==> src/rtl/vga_pkg.sv <==
// Shared VGA blockram constants and the frame writer state encoding.
// Also consumed by the blockram instance and the read side.
package vga_pkg;

    localparam int BRAM_ADDR_BITS = 8;
    localparam int BRAM_DATA_BITS = 16;

    typedef enum logic [1:0] {
        S_IDLE   = 2'd0,
        S_LOW    = 2'd1,
        S_HIGH   = 2'd2,
        S_COMMIT = 2'd3
    } state_t;

endpackage

==> src/rtl/bram_frame_writer_if.sv <==
// Byte stream handshake into the frame writer.
// master = byte source, slave = frame writer.
interface bram_frame_writer_if;

    logic       in_valid;
    logic [7:0] in_data;
    logic       in_sof;
    logic       in_ready;

    modport master (
        output in_valid,
        output in_data,
        output in_sof,
        input  in_ready
    );

    modport slave (
        input  in_valid,
        input  in_data,
        input  in_sof,
        output in_ready
    );

endinterface

==> src/rtl/bram_frame_writer_packer.sv <==
// Byte pair assembly with start-of-frame resync.
// Holds the packed word in S_COMMIT until the commit stage takes it.
module byte_pair_packer
    import vga_pkg::*;
(
    input  logic                      CLK,
    input  logic                      RST_N,
    bram_frame_writer_if.slave        s,
    input  logic                      word_ack,
    output logic                      word_valid,
    output logic [BRAM_DATA_BITS-1:0] word,
    output logic                      sof_seen
);

    state_t     state;
    logic [7:0] low;
    logic       take;

    assign s.in_ready  = (state == S_LOW) || (state == S_HIGH);
    assign take        = s.in_valid && s.in_ready;
    assign word_valid  = (state == S_COMMIT);
    assign sof_seen    = take && s.in_sof;

    always_ff @(posedge CLK or negedge RST_N) begin
        if (!RST_N) begin
            state <= S_IDLE;
            low   <= '0;
            word  <= '0;
        end else begin
            unique case (state)
                S_IDLE: state <= S_LOW;
                S_LOW: begin
                    if (take) begin
                        low   <= s.in_data;
                        state <= S_HIGH;
                    end
                end
                S_HIGH: begin
                    // sof byte replaces any pending low byte
                    if (take && s.in_sof) begin
                        low <= s.in_data;
                    end else if (take) begin
                        word  <= {s.in_data, low};
                        state <= S_COMMIT;
                    end
                end
                S_COMMIT: begin
                    if (word_ack) state <= S_LOW;
                end
            endcase
        end
    end

endmodule

==> src/rtl/bram_frame_writer.sv <==
// Packs a byte stream into 16-bit words and writes them into the blockram.
// Commits wait for write_allow so loads can avoid the visible range.
module bram_frame_writer
    import vga_pkg::*;
#(
    parameter int ADDR_BITS = BRAM_ADDR_BITS,
    parameter int DATA_BITS = BRAM_DATA_BITS,
    parameter int DEPTH     = 256
) (
    input  logic                 CLK,
    input  logic                 RST_N,
    bram_frame_writer_if.slave   s,
    input  logic                 write_allow,
    output logic                 w_en,
    output logic [ADDR_BITS-1:0] w_addr,
    output logic [DATA_BITS-1:0] w_data,
    output logic                 frame_done,
    output logic [ADDR_BITS:0]   word_count
);

    localparam logic [ADDR_BITS-1:0] LAST     = ADDR_BITS'(DEPTH - 1);
    localparam logic [ADDR_BITS-1:0] ADDR_ONE = ADDR_BITS'(1);
    localparam logic [ADDR_BITS:0]   CNT_ONE  = (ADDR_BITS + 1)'(1);

    logic                      word_valid;
    logic [BRAM_DATA_BITS-1:0] word;
    logic                      sof_seen;
    logic                      commit;
    logic                      at_last;
    logic [ADDR_BITS-1:0]      addr;

    byte_pair_packer u_pack (
        .CLK        (CLK),
        .RST_N      (RST_N),
        .s          (s),
        .word_ack   (write_allow),
        .word_valid (word_valid),
        .word       (word),
        .sof_seen   (sof_seen)
    );

    assign commit  = word_valid && write_allow;
    assign at_last = (addr == LAST);

    always_ff @(posedge CLK or negedge RST_N) begin
        if (!RST_N) begin
            w_en       <= 1'b0;
            w_addr     <= '0;
            w_data     <= '0;
            frame_done <= 1'b0;
            word_count <= '0;
            addr       <= '0;
        end else begin
            w_en       <= commit;
            frame_done <= commit && at_last;
            if (sof_seen) begin
                addr       <= '0;
                word_count <= '0;
            end else if (commit) begin
                w_addr <= addr;
                w_data <= word;
                // wrap at DEPTH, never exposing DEPTH on word_count
                if (at_last) begin
                    addr       <= '0;
                    word_count <= '0;
                end else begin
                    addr       <= addr + ADDR_ONE;
                    word_count <= word_count + CNT_ONE;
                end
            end
        end
    end

endmodule

==> src/flat_wrapper.sv <==
// flat-port wrapper written by rule: the top's interface ports become plain ports
module bram_frame_writer_flat import vga_pkg::*;
#(
    parameter int ADDR_BITS = BRAM_ADDR_BITS,
    parameter int DATA_BITS = BRAM_DATA_BITS,
    parameter int DEPTH     = 256
)
  (CLK, RST_N, write_allow, w_en, w_addr, w_data, frame_done, word_count, s_in_valid, s_in_data, s_in_sof, s_in_ready);
  bram_frame_writer_if s_i ();
  input  logic CLK;
  input  logic RST_N;
  input  logic write_allow;
  output logic w_en;
  output logic [ADDR_BITS-1:0] w_addr;
  output logic [DATA_BITS-1:0] w_data;
  output logic frame_done;
  output logic [ADDR_BITS:0] word_count;
  input wire logic [$bits(s_i.in_valid)-1:0] s_in_valid;
  input wire logic [$bits(s_i.in_data)-1:0] s_in_data;
  input wire logic [$bits(s_i.in_sof)-1:0] s_in_sof;
  output wire logic [$bits(s_i.in_ready)-1:0] s_in_ready;
  assign s_i.in_valid = s_in_valid;
  assign s_i.in_data = s_in_data;
  assign s_i.in_sof = s_in_sof;
  assign s_in_ready = s_i.in_ready;
  bram_frame_writer #(.ADDR_BITS(ADDR_BITS), .DATA_BITS(DATA_BITS), .DEPTH(DEPTH)) u_core (.CLK(CLK), .RST_N(RST_N), .s(s_i), .write_allow(write_allow), .w_en(w_en), .w_addr(w_addr), .w_data(w_data), .frame_done(frame_done), .word_count(word_count));
endmodule
==> config.mk <==
export PLATFORM = sky130hd
export DESIGN_NAME = bram_frame_writer_flat
export DESIGN_NICKNAME = d
export VERILOG_FILES = /design/src/rtl/vga_pkg.sv /design/src/rtl/bram_frame_writer_if.sv /design/src/rtl/bram_frame_writer_packer.sv /design/src/rtl/bram_frame_writer.sv /design/src/flat_wrapper.sv
export SDC_FILE = /design/constraint.sdc
export NUM_CORES = 1
export LEC_CHECK = 0
export CAP_MARGIN = 20
export CORE_MARGIN = 2
export CORE_UTILIZATION = 57
export DETAILED_ROUTE_END_ITERATION = 6
export HOLD_SLACK_MARGIN = 0.08
export PLACE_DENSITY = 0.86
export REMOVE_ABC_BUFFERS = 1
export SLEW_MARGIN = 20
export SYNTH_ARGS = -nofsm -noshare
export SYNTH_HDL_FRONTEND = slang
export SYNTH_HIERARCHICAL = 1
export SYNTH_SLANG_ARGS = --single-unit
export TNS_END_PERCENT = 50
==> constraint.sdc <==
create_clock -name CLK -period 4 [get_ports CLK]
set_input_delay 0.8 -clock CLK [delete_from_list [all_inputs] [get_ports CLK]]
set_output_delay 0.8 -clock CLK [all_outputs]
set_load 0.005 [all_outputs]
==> results of run 1 <==
[through the flow]
step           setup slack (ns)  power (uW)  utilization (%)  hold slack (ns)
2_1_floorplan              1.68        1560                -            0.475
3_3_place_gp               1.12        1890             68.7            0.477
3_5_place_dp               1.03        1930             68.7            0.491
4_1_cts                    1.39        2430             72.2            0.503
5_1_grt                    1.26        2570             72.2            0.520
6_report                   1.39        2410             72.2            0.495
[power by group]
group | switching [uW] | leakage [uW] | total, uW | internal, uW
sequential | 149 | 0.000896 | 1090 | 938
combinational | 325 | 0.000700 | 824 | 500
clock | 269 | 0.0000908 | 499 | 230
[cell families (layout without fill, tap and decap cells)]
group	Yosys count	count (layout)	share of synthesized area [%]
AO/OA/AOI/OAI	29	29	6.91
XOR/XNOR	3	3	0.896
flip-flops	69	69	58.9
adder cells (fa/ha/maj)	6	6	2.56
multiplexers	52	52	19.8
AND/OR/NAND/NOR	43	43	8.66
buffers and inverters	10	71	2.26
[layout make-up]
cell class	count	area (sq um)	share of cell area, %
repair buffers	50	490	13.5
well taps	70	87.6	2.41
clock buffers	10	128	3.51
multi-input cells	133	1140	31.3
clock inverters	6	48.8	1.34
inverters	5	18.8	0.516
flip-flops and latches	69	1730	47.4
[routing by layer]
layer / share of wire, % / global-route usage [%]
met3: 4.0 / 7.54
met2: 49 / 31.1
met4: 1.3 / 6.43
met5: 0 / 0
met1: 46 / 27.4
[cell usage in the layout (no fill, tap or decap), types with 2 or more instances in the layout]
master,count
dfrtp_1,69
mux2_2,49
clkdlybuf4s50_1,47
clkbuf_8,9
nand2_1,9
nor2_1,8
nand3_1,7
and3_1,6
a21oi_1,6
a31oi_1,6
ha_1,6
a22o_1,5
clkinv_4,4
inv_1,4
nand2b_1,3
o21ai_0,3
mux2i_1,3
xor2_1,2
a21o_1,2
a41oi_1,2
buf_4,2
[sequential cells by signal (all words and copies together), names as in the netlist]
register,cells
u_core/word_count,9
u_core/u_pack/word,16
u_core/w_addr,8
u_core/u_pack/low,8
u_core/w_data,16
u_core/w_en,1
u_core/frame_done,1
u_core/u_pack/state,2
u_core/addr,8
[critical path, cell delays in order]
cell and delay (ns):
clkdlybuf4s50_1 0.54, inv_1 0.07, nor2_1 0.36, nand3b_4 0.46
a21oi_2 0.04, buf_4 0.21, a21o_1 0.18, a22o_1 0.18
[worst paths after layout]
kind	slack [ns]	end	start
max	1.39	u_core/addr[3]	s_in_sof
min	0.49	u_core/word_count[8]	u_core/word_count[8]
max reg2reg	1.48	u_core/addr[3]	u_core/u_pack/state[0]
min reg2reg	0.49	u_core/word_count[8]	u_core/word_count[8]
max in group asynchronous	2.56	u_core/w_data[7]	RST_N
min in group asynchronous	0.51	u_core/w_data[9]	RST_N
==> metrics.csv, run 1 <==
stage,metric,value,unit
clock_network,CTS Sinks,69,
clock_network,Clock transition at path regs,0.07,ns
timing,period utilisation layout,65.2,%
routing,WL final,5210,microns
worst_setup_path,CP Class,in -> reg,
worst_setup_path,critical path data arrival time,2.84,ns
worst_hold_path,hold depth,1,
die,I/O pins,49,
final_layout,fill count,347,
clock_network,clk root buf,clkbuf_8,
grt,number of global-route vias before repair,1768,
grt,global-route wire length before repair,8450,microns
final_layout,ant diodes,0,
routing,Iteration-0 DRC Markers,127,
timing,"Slew Viols, Final",0,
timing,Fin. Hold Viols,0,
logic_synthesis,"EDFF count, synth",0,
clock_network,CTS buffer count,9,
logic_synthesis,main flop type after synthesis,dfrtp_1,
logic_synthesis,mean cell area of the mapped netlist,13.8,sq um
logic_synthesis,Yosys reg bits,69,
place,placed cells,327,
place,IO buf count,48,
place,area post-placement,3460,sq um
timing,"Min Clock Period, post-route",2.61,ns
die,chip width,75.7,microns
grt,GRT overflow,0,
place,post-detail-place hpwl,3480,microns
pwr,worst vdd ir,457,uV
logic_synthesis,Unique masters post-synth,37,
routing,Routed WL per cell,15.2,microns
routing,Antenna Nets Post-Route,0,
clock_network,CTS max path bufs,2,
clock_network,CTS tree,done,
final_layout,Layout area overhead,24.1,%
final_layout,final net count,287,
logic_synthesis,post-synth top area share,58.9,%
routing,Pre-Repair DR Iteration Count,4,
logic_synthesis,Area contributors post-synth,"dfrtp_1 (59%), mux2_2 (19%), ha_1 (2.6%)",
routing,DR vias/cell,5.40,
clock_network,# resized after CTS,0,
timing,Max Freq,383,MHz
worst_setup_path,crit path max fanout,25,
clock_network,number of setup buffers added after CTS,0,
worst_setup_path,startpoint types,primary input,
die,core outline area,5040,sq um
logic_synthesis,Synth Cell Area,2930,sq um
run_status,status,finished clean,
timing,Slew @ Worst Pin,0.837,ns
timing,slew margin rel.,44.1,%
routing,total vias in the final route,1852,
place,RePlAce Congestion,0.756,
timing,clock skew,0.0102,ns
logic_synthesis,Post-Synthesis Cells,212,
worst_setup_path,Critical Path RT,4.23,ns
worst_setup_path,worst r2r path cells,10,
logic_synthesis,top-count cell post-synth,dfrtp_1,
logic_synthesis,most frequent cells after synthesis,"dfrtp_1 (69), mux2_2 (49), nand2_1 (9)",
grt,largest net degree at the start of global routing,36,
final_layout,"non-filler cells, final",343,
clock_network,H-tree Lvls,3,
final_layout,share of layout cells above drive strength 1,27.5,%
grt,GR Util All Layers,20.4,%
clock_network,worst skew pair latency,0.34,ns
pwr,Leak Pwr,0.00169,uW
die,starting density of the core,58.2,%
timing,setup TNS,0,ns
logic_synthesis,Syn. warnings,6,
timing,# setup viols final,0,
run,max_cap viols,0,
final_layout,design area,3640,sq um
worst_hold_path,Hold Path Class,reg -> reg,
routing,drt drc,0,
logic_synthesis,Synth area leader,dfrtp_1,
timing,RSZ-0062 raised after global routing,false,
die,die height,75.7,microns
logic_synthesis,Post-synth ARST share,100,%
worst_setup_path,crit end category,flop,
grt,initial antenna violation count,0,
clock_network,cts hold-fix bufs,0,
die,die area,5740,sq um
pwr,Pwr Density,662,nW/um^2
die,row count,26,
logic_synthesis,"Seq/Total Area, Yosys",58.9,%
(Power assumes the default switching activity.)
==> inputs of run 2 (changes only) <==
--- a/config.mk
+++ b/config.mk
@@ -7,10 +7,10 @@
 export LEC_CHECK = 0
 export CAP_MARGIN = 20
 export CORE_MARGIN = 2
-export CORE_UTILIZATION = 57
+export CORE_UTILIZATION = 52
 export DETAILED_ROUTE_END_ITERATION = 6
 export HOLD_SLACK_MARGIN = 0.08
-export PLACE_DENSITY = 0.86
+export PLACE_DENSITY = 0.79
 export REMOVE_ABC_BUFFERS = 1
 export SLEW_MARGIN = 20
 export SYNTH_ARGS = -nofsm -noshare
==> constraint.sdc (replaced) <==
create_clock -name CLK -period 2.6 [get_ports CLK]
set_input_delay 0.52 -clock CLK [delete_from_list [all_inputs] [get_ports CLK]]
set_output_delay 0.52 -clock CLK [all_outputs]
set_load 0.005 [all_outputs]
==> run 2 against run 1 <==
Power rose by 57%; clock skew fell by 0.0019 ns; final area rose by 1.8%; clock power rose by 66%; setup slack got worse by 1.0 ns; global-route usage fell by 1.8 points; die area rose by 9.1%; cell count rose by 1.7%; largest cell class unchanged; largest power group unchanged.
==> metrics.csv, run 2 (synthesis gave the netlist of run 1 again) <==
stage,metric,value,unit,change
routing,DR vias/cell,5.41,,+0.19%
place,post-detail-place hpwl,3610,microns,+3.6%
routing,Antenna Nets Post-Route,0,,unchanged
routing,Routed WL per cell,14.7,microns,-3.0%
die,die height,79.1,microns,+4.5%
clock_network,CTS tree,done,,
clock_network,clk root buf,clkbuf_8,,
die,core outline area,5470,sq um,+8.5%
timing,RSZ-0062 raised after global routing,false,,
die,row count,27,,+3.8%
routing,Iteration-0 DRC Markers,83,,-35%
routing,WL final,5150,microns,-1.3%
clock_network,number of setup buffers added after CTS,0,,unchanged
grt,GR Util All Layers,18.6,%,-1.8 points
timing,setup TNS,0,ns,unchanged
timing,Slew @ Worst Pin,0.651,ns,-0.187 ns
worst_setup_path,worst r2r path cells,9,,-1
worst_setup_path,crit path max fanout,4,,-84%
worst_setup_path,last element of the critical path,s_in_ready,,
worst_hold_path,Hold Path Class,in -> async,,
worst_setup_path,crit end category,output port,,
clock_network,# resized after CTS,0,,unchanged
final_layout,share of layout cells above drive strength 1,28.5,%,+1.0 points
timing,period utilisation layout,86.8,%,
timing,Fin. Hold Viols,0,,unchanged
die,I/O pins,49,,unchanged
timing,"Slew Viols, Final",0,,unchanged
die,chip width,79.1,microns,+4.5%
final_layout,ant diodes,0,,unchanged
pwr,Leak Pwr,0.00173,uW,+2.3%
timing,slew margin rel.,56.6,%,+13 points
die,starting density of the core,53.6,%,-4.6 points
clock_network,CTS max path bufs,2,,unchanged
final_layout,"commonest cells after routing, fill and taps aside","dfrtp_1 (69), mux2_2 (49), clkdlybuf4s50_1 (47)",,
clock_network,Clock transition at path regs,0.07,ns,about the same
clock_network,CTS Sinks,69,,unchanged
worst_setup_path,register-to-register path setup slack,0.43,ns,-1.05 ns
worst_setup_path,CP Class,reg -> out,,
run,max_cap viols,0,,unchanged
grt,initial antenna violation count,0,,unchanged
final_layout,final net count,292,,+1.7%
run_status,status,finished clean,,
final_layout,"most common cell after layout, fill and taps aside",dfrtp_1,,
clock_network,worst skew pair latency,0.33,ns,about the same
grt,GRT overflow,0,,unchanged
grt,number of global-route vias before repair,1871,,+5.8%
worst_setup_path,"critical path, cell by cell",inv_1 > ha_1 > inv_2 > clkdlybuf4s50_1,,
clock_network,CTS buffer count,9,,unchanged
final_layout,Layout area overhead,26.4,%,
pwr,Pwr Density,1020,nW/um^2,+54%
grt,largest net degree at the start of global routing,42,,+17%
place,IO buf count,48,,unchanged
worst_setup_path,critical path's slowest cell,clkdlybuf4s50_1,,
worst_setup_path,Critical Path Max Stage Delay,0.50,ns,-0.04 ns
place,RePlAce Congestion,0.736,,-2.6%
final_layout,biggest regs,"u_core/u_pack/word x16, u_core/w_data x16, u_core/word_count x9",,
routing,drt drc,0,,unchanged
worst_setup_path,RR Endpoint,u_core/word_count[8],,
timing,clock skew,0.00824,ns,-0.00194 ns
final_layout,design area,3710,sq um,+1.8%
timing,"Min Clock Period, post-route",2.26,ns,
clock_network,H-tree Lvls,3,,unchanged
clock_network,cts hold-fix bufs,0,,unchanged
routing,total vias in the final route,1888,,+1.9%
worst_setup_path,crit path from,u_core/u_pack/state[0],,
worst_setup_path,critical path data arrival time,1.74,ns,-1.10 ns
die,die area,6260,sq um,+9.1%
place,area post-placement,3520,sq um,+1.5%
grt,global-route wire length before repair,8850,microns,+4.6%
worst_setup_path,R2R Path Start,u_core/u_pack/state[0],,
pwr,worst vdd ir,596,uV,+30%
timing,# setup viols final,0,,unchanged
routing,Pre-Repair DR Iteration Count,4,,unchanged
worst_setup_path,Critical Path RT,2.08,ns,-2.15 ns
final_layout,Finished Core Util,67.7,%,-4.5 points
timing,Max Freq,443,MHz,
worst_setup_path,startpoint types,flop,,
run 2: where the power goes:
part	internal, uW	switching [uW]	leakage [uW]
combinational	794	498	0.000730
clock	462	363	0.0000992
sequential	1440	224	0.000896
total	2700	1090	0.00173
run 2: how the worst min path moves through the flow:
stage / to / slack, ns / startpoint
floorplan: u_core/addr[0] / 0.22 / RST_N
global placement: u_core/u_pack/word[6] / 0.48 / u_core/u_pack/low[6]
detailed placement: u_core/word_count[8] / 0.49 / u_core/word_count[8]
CTS: u_core/u_pack/word[2] / 0.23 / RST_N
global route: u_core/w_data[9] / 0.25 / RST_N
finish: u_core/w_data[10] / 0.21 / RST_N
run 2: stage by stage:
stage,hold WS (ns),setup slack [ns],std cells,total power (uW)
after floorplan,0.224,0.278,207,2400
after global placement,0.481,0.340,334,2940
after detailed placement,0.491,0.306,334,3000
after CTS,0.225,0.310,349,3840
after global routing,0.249,0.213,349,4030
final,0.213,0.343,349,3790
run 2: layer usage:
layer | routed length (microns) | GRT usage, % | vias to the layer above
li1 | - | - | 889
met1 | 2380 | 23.9 | 950
met4 | 135 | 10.3 | 0
met5 | 0 | 0 | -
met3 | 167 | 4.09 | 11
met2 | 2460 | 29.5 | 38
run 2: area by class of cell:
class | instances | area (sq um)
Sequential cell | 69 | 1730
Fill cell | 428 | 1770
Tap cell | 72 | 90.1
Inverter | 5 | 18.8
Clock inverter | 4 | 48.8
Clock buffer | 11 | 141
Multi-Input combinational cell | 133 | 1140
Timing Repair Buffer | 55 | 541
run 2: worst max-delay path, delay by kind of cell, from the launching register on:
family | cells | cell delay, ns
buf+inv | 3 | 0.67
flops | 1 | 0.41
fa+ha+maj | 1 | 0.34
